[config.mk]
export PLATFORM = sky130hd
export DESIGN_NAME = breakout_game_ctrl
export DESIGN_NICKNAME = d
export VERILOG_FILES = /design/src/rtl/breakout_game_ctrl.sv
export SDC_FILE = /design/constraint.sdc
export NUM_CORES = 1
export LEC_CHECK = 0
export CAP_MARGIN = 20
export CORE_MARGIN = 5
export CORE_UTILIZATION = 57
export DETAILED_ROUTE_END_ITERATION = 6
export PLACE_DENSITY_LB_ADDON = 0.25
export SYNTH_ARGS = -nofsm -noshare
export SYNTH_HDL_FRONTEND = slang
export SYNTH_SLANG_ARGS = --single-unit
[constraint.sdc]
create_clock -name clk -period 6.61 [get_ports clk]
set_input_delay 1.983 -clock clk [delete_from_list [all_inputs] [get_ports clk]]
set_output_delay 1.983 -clock clk [all_outputs]
set_load 0.005 [all_outputs]
[src/rtl/breakout_game_ctrl.sv]
// Breakout game sequencer: frame timing, start debounce, serve/play/miss
// flow, lives bookkeeping and a saturating 4-digit BCD score.
module breakout_game_ctrl #(
    parameter int LIVES           = 3,
    parameter int SERVE_FRAMES    = 60,
    parameter int POINTS          = 1,
    parameter int DEBOUNCE_CYCLES = 500000
) (
    input  logic        clk,
    input  logic        rst,
    input  logic        vsync,
    input  logic        start_n,
    input  logic        ball_lost,
    input  logic        brick_hit,
    input  logic        all_bricks_gone,
    output logic        game_run,
    output logic        ball_reset,
    output logic        bricks_reset,
    output logic        frame_tick,
    output logic [1:0]  lives,
    output logic [15:0] score,
    output logic [2:0]  state,
    output logic        win,
    output logic        lose
);

    typedef enum logic [2:0] {
        IDLE     = 3'd0,
        SERVE    = 3'd1,
        PLAY     = 3'd2,
        MISS     = 3'd3,
        WIN      = 3'd4,
        GAMEOVER = 3'd5
    } state_t;

    localparam int DW = $clog2(DEBOUNCE_CYCLES + 1);

    logic          vs_s1, vs_s2, vs_d;
    logic          st_s1, st_s2;
    logic [DW-1:0] deb_cnt;
    logic          deb_fired;
    logic          press;
    logic          bl_d;
    logic          loss;

    state_t        state_q, state_d;
    logic [1:0]    lives_d;
    logic [15:0]   score_d;
    logic [7:0]    serve_cnt, serve_cnt_d;
    logic          ball_reset_d, bricks_reset_d;

    // Saturating BCD increment by POINTS; a carry out of digit 3 pins the score at 9999.
    function automatic logic [15:0] bcd_add(input logic [15:0] a);
        logic [15:0] r;
        logic [4:0]  d;
        logic        c;
        r = '0;
        c = 1'b0;
        for (int i = 0; i < 4; i++) begin
            d = {1'b0, a[4*i +: 4]} + ((i == 0) ? 5'(POINTS) : 5'd0) + {4'd0, c};
            if (d > 5'd9) begin
                r[4*i +: 4] = 4'(d - 5'd10);
                c = 1'b1;
            end else begin
                r[4*i +: 4] = d[3:0];
                c = 1'b0;
            end
        end
        return c ? 16'h9999 : r;
    endfunction

    // Bring vsync into the clock domain and remember the previous synchronized level.
    // NOTE: sequential state uses non-blocking assignments so every flop samples pre-edge values.
    always_ff @(posedge clk or negedge rst) begin
        if (!rst) begin
            vs_s1 <= 1'b0;
            vs_s2 <= 1'b0;
            vs_d  <= 1'b0;
        end else begin
            vs_s1 <= vsync;
            vs_s2 <= vs_s1;
            vs_d  <= vs_s2;
        end
    end

    assign frame_tick = vs_d & ~vs_s2;

    // Synchronize the start key and raise one press pulse per debounced low period.
    always_ff @(posedge clk or negedge rst) begin
        if (!rst) begin
            st_s1     <= 1'b0;
            st_s2     <= 1'b0;
            deb_cnt   <= '0;
            deb_fired <= 1'b0;
            press     <= 1'b0;
        end else begin
            st_s1 <= start_n;
            st_s2 <= st_s1;
            press <= 1'b0;
            if (st_s2) begin
                deb_cnt   <= '0;
                deb_fired <= 1'b0;
            end else if (!deb_fired) begin
                if (deb_cnt == DW'(DEBOUNCE_CYCLES - 1)) begin
                    press     <= 1'b1;
                    deb_fired <= 1'b1;
                    deb_cnt   <= '0;
                end else begin
                    deb_cnt <= deb_cnt + 1'b1;
                end
            end
        end
    end

    // Track ball_lost so only its rising edge counts as a loss.
    always_ff @(posedge clk or negedge rst) begin
        if (!rst) bl_d <= 1'b0;
        else      bl_d <= ball_lost;
    end

    assign loss = ball_lost & ~bl_d;

    // Next-state, lives, score and serve-counter decisions.
    // NOTE: every signal gets a default first so no path leaves a latch behind.
    always_comb begin
        state_d        = state_q;
        lives_d        = lives;
        score_d        = score;
        serve_cnt_d    = serve_cnt;
        ball_reset_d   = 1'b0;
        bricks_reset_d = 1'b0;
        case (state_q)
            IDLE, WIN, GAMEOVER: begin
                if (press) begin
                    ball_reset_d   = 1'b1;
                    bricks_reset_d = 1'b1;
                    lives_d        = 2'(LIVES);
                    score_d        = '0;
                    serve_cnt_d    = '0;
                    state_d        = SERVE;
                end
            end
            SERVE: begin
                if (frame_tick) begin
                    if (serve_cnt == 8'(SERVE_FRAMES - 1)) begin
                        serve_cnt_d = '0;
                        state_d     = PLAY;
                    end else begin
                        serve_cnt_d = serve_cnt + 1'b1;
                    end
                end
            end
            PLAY: begin
                if (brick_hit) score_d = bcd_add(score);
                if (all_bricks_gone) state_d = WIN;
                else if (loss)       state_d = MISS;
            end
            MISS: begin
                if (lives == 2'd1) begin
                    lives_d = 2'd0;
                    state_d = GAMEOVER;
                end else begin
                    lives_d      = lives - 1'b1;
                    ball_reset_d = 1'b1;
                    serve_cnt_d  = '0;
                    state_d      = SERVE;
                end
            end
            default: state_d = IDLE;
        endcase
    end

    // Game state register; status outputs are registered from the next state.
    always_ff @(posedge clk or negedge rst) begin
        if (!rst) begin
            state_q      <= IDLE;
            lives        <= 2'(LIVES);
            score        <= '0;
            serve_cnt    <= '0;
            ball_reset   <= 1'b0;
            bricks_reset <= 1'b0;
            game_run     <= 1'b0;
            win          <= 1'b0;
            lose         <= 1'b0;
        end else begin
            state_q      <= state_d;
            lives        <= lives_d;
            score        <= score_d;
            serve_cnt    <= serve_cnt_d;
            ball_reset   <= ball_reset_d;
            bricks_reset <= bricks_reset_d;
            game_run     <= (state_d == PLAY);
            win          <= (state_d == WIN);
            lose         <= (state_d == GAMEOVER);
        end
    end

    assign state = state_q;

endmodule

==> flow_summary.yaml <==
grt:
  antenna_found_initial: 0
  grt_pass1_wl_um: 12050
  grt_pass1_vias: 2568
  grt_overflow: 0
  grt_start_max_net_pins: 62
  grt.total_usage: 0.2014
clock_tree:
  cts_setup_buffers: 0
  root_buffer: "clkbuf_8"
  tritoncts: "done"
  hold_buffers: 0
  tritoncts.num_buffers: 9
  clock_latency_ns: 0.34
  cts_buffer_depth: 2
  cts.sinks: 61
  clk_pin_slew_worst_paths_ns: 0.07
  h-tree-depth: 3
  post_cts_resized: 0
cells_and_area:
  fillers: 443
  drive_gt1_frac: 0.08951
  area_delta_synth_final_pct: 17.37
  diodes: 0
  utilization: 0.6822
  nets: 407
  fin_area_sq_um: 3991
power_and_ir_drop:
  switching_share: 0.2556
  power.internal_mw: 0.5990
  pwr-share-clk: 0.428
  switching_power_mw: 0.2057
  pwr-share-comb: 0.061
  leakage_nw: 1.682
  pwr-share-seq: 0.511
  ir_drop_uv: 157.3
  cellPowerDensity_nw_per_um2: 201.6
timing:
  drv_slew: 0
  period_minus_slack_ns: 5.639
  fin_tns_setup_ns: 0
  finalHoldViolations: 0
  finClkSkew_ns: 0.01005
  setup_viol: 0
  max_freq_ghz: 0.1773
  fin_crit_sh: 0.8531
  slew_headroom: 0.5024
  tightest_slew_ns: 0.7464
  rsz0062_at_grt: "no"
logic_synthesis:
  synth_area_per_cell_sq_um: 9.661
  async_flop_share: 1.000
  synth_fa_ha_area_frac: 0.05151
  synth.cell_area_sq_um: 3401
  syn_nets: 373
  yosysSeqAreaShare: 0.4496
  synth_edf_count: 0
  ys_warn_count: 0
  ys_ff_latch: 61
  synth_compound_area_frac: 0.1957
  synth_cell_types: 56
  synth_top_family_by_area: "simple AND/OR/NAND/NOR gates"
  synthFlopType: "dfrtp_1"
  synth_xor_area_frac: 0.02575
  synth_cells: 352
  muxShareOfSynthArea: 0.03606
  yosys.area_share.simple: 0.2038
die:
  ios: 34
  start_util: 0.5813
  dieWidth_um: 87.24
  die_area_sq_um: 7611
  fp.coreArea_sq_um: 5851
  die_y_um: 87.24
  fp-row-count: 28
setup_path:
  critPathLaunch: "score[0]$_DFFE_PN0P_"
  r2r_cells: 25
  cpMaxStageDelayCell: "dfrtp_1"
  critPathLaunchType: "flop"
  critPathMaxStageDelay_ns: 0.46
  cp_max_fo: 11
  r2r_slack_ns: 0.97
  path_class: "flop to flop"
  critPathRequiredTime_ns: 6.89
  crit-reg2reg-capture: "score[2]$_DFFE_PN0P_"
  worstSetupEndpoint: "score[2]$_DFFE_PN0P_"
  crit_arrival_ns: 5.92
  cpMostUsedCell: "ha_1"
  end_kind: "flop"
  r2r-start: "score[0]$_DFFE_PN0P_"
hold_path:
  whs_path_depth: 0
  hp-class: "flop to flop"
detailed_routing:
  detail-route-antenna-nets: 0
  vias_per_cell: 5.871
  drt_iter0_markers: 128
  first_pass_iters: 4
  drc_errors: 0
  drt-total-wl_um: 6869
  via_count: 2736
  wl_per_cell_um: 14.74
place:
  dp_hpwl_um: 4760
  place_congestion: 0.8122
  placed_cell_area_sq_um: 3767
  portBuffers: 33
run_status:
  outcome: "finished clean"
job:
  drv_cap: 0
per-layer routing:
| metal | wire length, um | GRT usage | up-vias |
|---|---|---|---|
| met5 | 0 | 0 | - |
| met3 | 215 | 0.04257 | 9 |
| met4 | 91 | 0.07531 | 0 |
| met1 | 3164 | 0.2652 | 1315 |
| li1 | - | - | 1365 |
| met2 | 3397 | 0.3267 | 47 |
registers in the layout (all words and copies together) (netlist names), 2 cells and up:
name       flops
deb_cnt       19
lives          2
score         16
serve_cnt      8
state          3
power groups by stage:
stage / logic [mW] / clock network, mW / registers (mW)
after detailed placement: 0.0492 / 0 / 0.418
after global routing: 0.0577 / 0.371 / 0.414
after global placement: 0.0476 / 0 / 0.417
after CTS: 0.0494 / 0.351 / 0.411
final: 0.0491 / 0.344 / 0.411
after floorplan: 0.0330 / 0 / 0.413
through the flow:
stage / worst slack, ns / std cells / hold WS, ns / power, mW
5_1_grt: 0.4930 / 466 / 0.3850 / 0.8425
3_3_place_gp: 1.283 / 449 / 0.3319 / 0.4648
4_1_cts: 0.9707 / 465 / 0.3532 / 0.8112
3_5_place_dp: 1.014 / 449 / 0.3365 / 0.4676
2_1_floorplan: 1.436 / 352 / 0.3312 / 0.4463
6_report: 0.9710 / 466 / 0.3519 / 0.8047
how the worst min path moves through the flow:
stage / startpoint / endpoint / slack, ns
2_1_floorplan: st_s1$_DFF_PN0_ / st_s2$_DFF_PN0_ / 0.33
3_3_place_gp: st_s1$_DFF_PN0_ / st_s2$_DFF_PN0_ / 0.33
3_5_place_dp: st_s1$_DFF_PN0_ / st_s2$_DFF_PN0_ / 0.34
4_1_cts: st_s1$_DFF_PN0_ / st_s2$_DFF_PN0_ / 0.35
5_1_grt: st_s1$_DFF_PN0_ / st_s2$_DFF_PN0_ / 0.39
6_report: st_s1$_DFF_PN0_ / st_s2$_DFF_PN0_ / 0.35
Yosys cell counts, types with 2 or more instances:
master | count | area share
mux2i_1 | 10 | 0.029
a31oi_1 | 13 | 0.024
o31ai_1 | 5 | 0.011
nor4_1 | 3 | 0.0055
buf_4 | 2 | 0.0044
nand3_1 | 20 | 0.029
xnor2_1 | 8 | 0.021
a22o_1 | 10 | 0.026
mux2_2 | 2 | 0.0066
o2bb2ai_1 | 4 | 0.010
and2_1 | 2 | 0.0037
a311oi_1 | 2 | 0.0052
o21ai_0 | 18 | 0.026
nand2_1 | 29 | 0.032
nor2b_1 | 7 | 0.013
nor2_1 | 20 | 0.022
dfrtp_1 | 59 | 0.43
ha_1 | 14 | 0.052
nand4_1 | 3 | 0.0055
buf_2 | 2 | 0.0029
and3_1 | 3 | 0.0055
o41ai_1 | 3 | 0.0077
xor2_1 | 2 | 0.0052
nand3b_1 | 4 | 0.0088
and4b_1 | 2 | 0.0059
nor3b_1 | 2 | 0.0044
nor3_1 | 11 | 0.016
dfstp_2 | 2 | 0.015
nand2b_1 | 14 | 0.026
or2_1 | 2 | 0.0037
a41oi_1 | 3 | 0.0077
clkbuf_1 | 6 | 0.0066
a21oi_1 | 26 | 0.038
inv_1 | 16 | 0.018
o41ai_2 | 2 | 0.0096
layout by cell type (no fill, tap or decap), types with 14 or more instances in the layout:
cell type,n
a21oi_1,26
nor2_1,20
o21ai_0,18
nand3_1,20
ha_1,14
dfrtp_1,59
nand2_1,29
clkdlybuf4s50_1,32
nand2b_1,14
inv_1,16
kinds of logic after synthesis:
group,Yosys count
multiplexers,12
AND/OR/NAND/NOR,131
flip-flops,61
adder cells (fa/ha/maj),14
AO/OA/AOI/OAI,95
buffers and inverters,29
XOR/XNOR,10
worst max-delay path: cells and delay by family, from the launching register on:
family          cells  cell delay (ns)
compound gates      9             1.62
fa+ha+maj           8             2.10
buf+inv             3             0.39
flops               1             0.46
simple gates        5             1.00
final cells by class:
| class | instances | area [sq um] | share of cell area |
|---|---|---|---|
| Clock inverter | 6 | 71.32 | 0.01787 |
| Inverter | 16 | 60.06 | 0.01505 |
| Timing Repair Buffer | 36 | 355.3 | 0.08903 |
| Multi-Input combinational cell | 262 | 1744 | 0.4370 |
| Sequential cell | 61 | 1529 | 0.3831 |
| Clock buffer | 10 | 137.6 | 0.03448 |
| Tap cell | 75 | 93.84 | 0.02351 |
No activity file was read; power rests on OpenSTA's default activity.
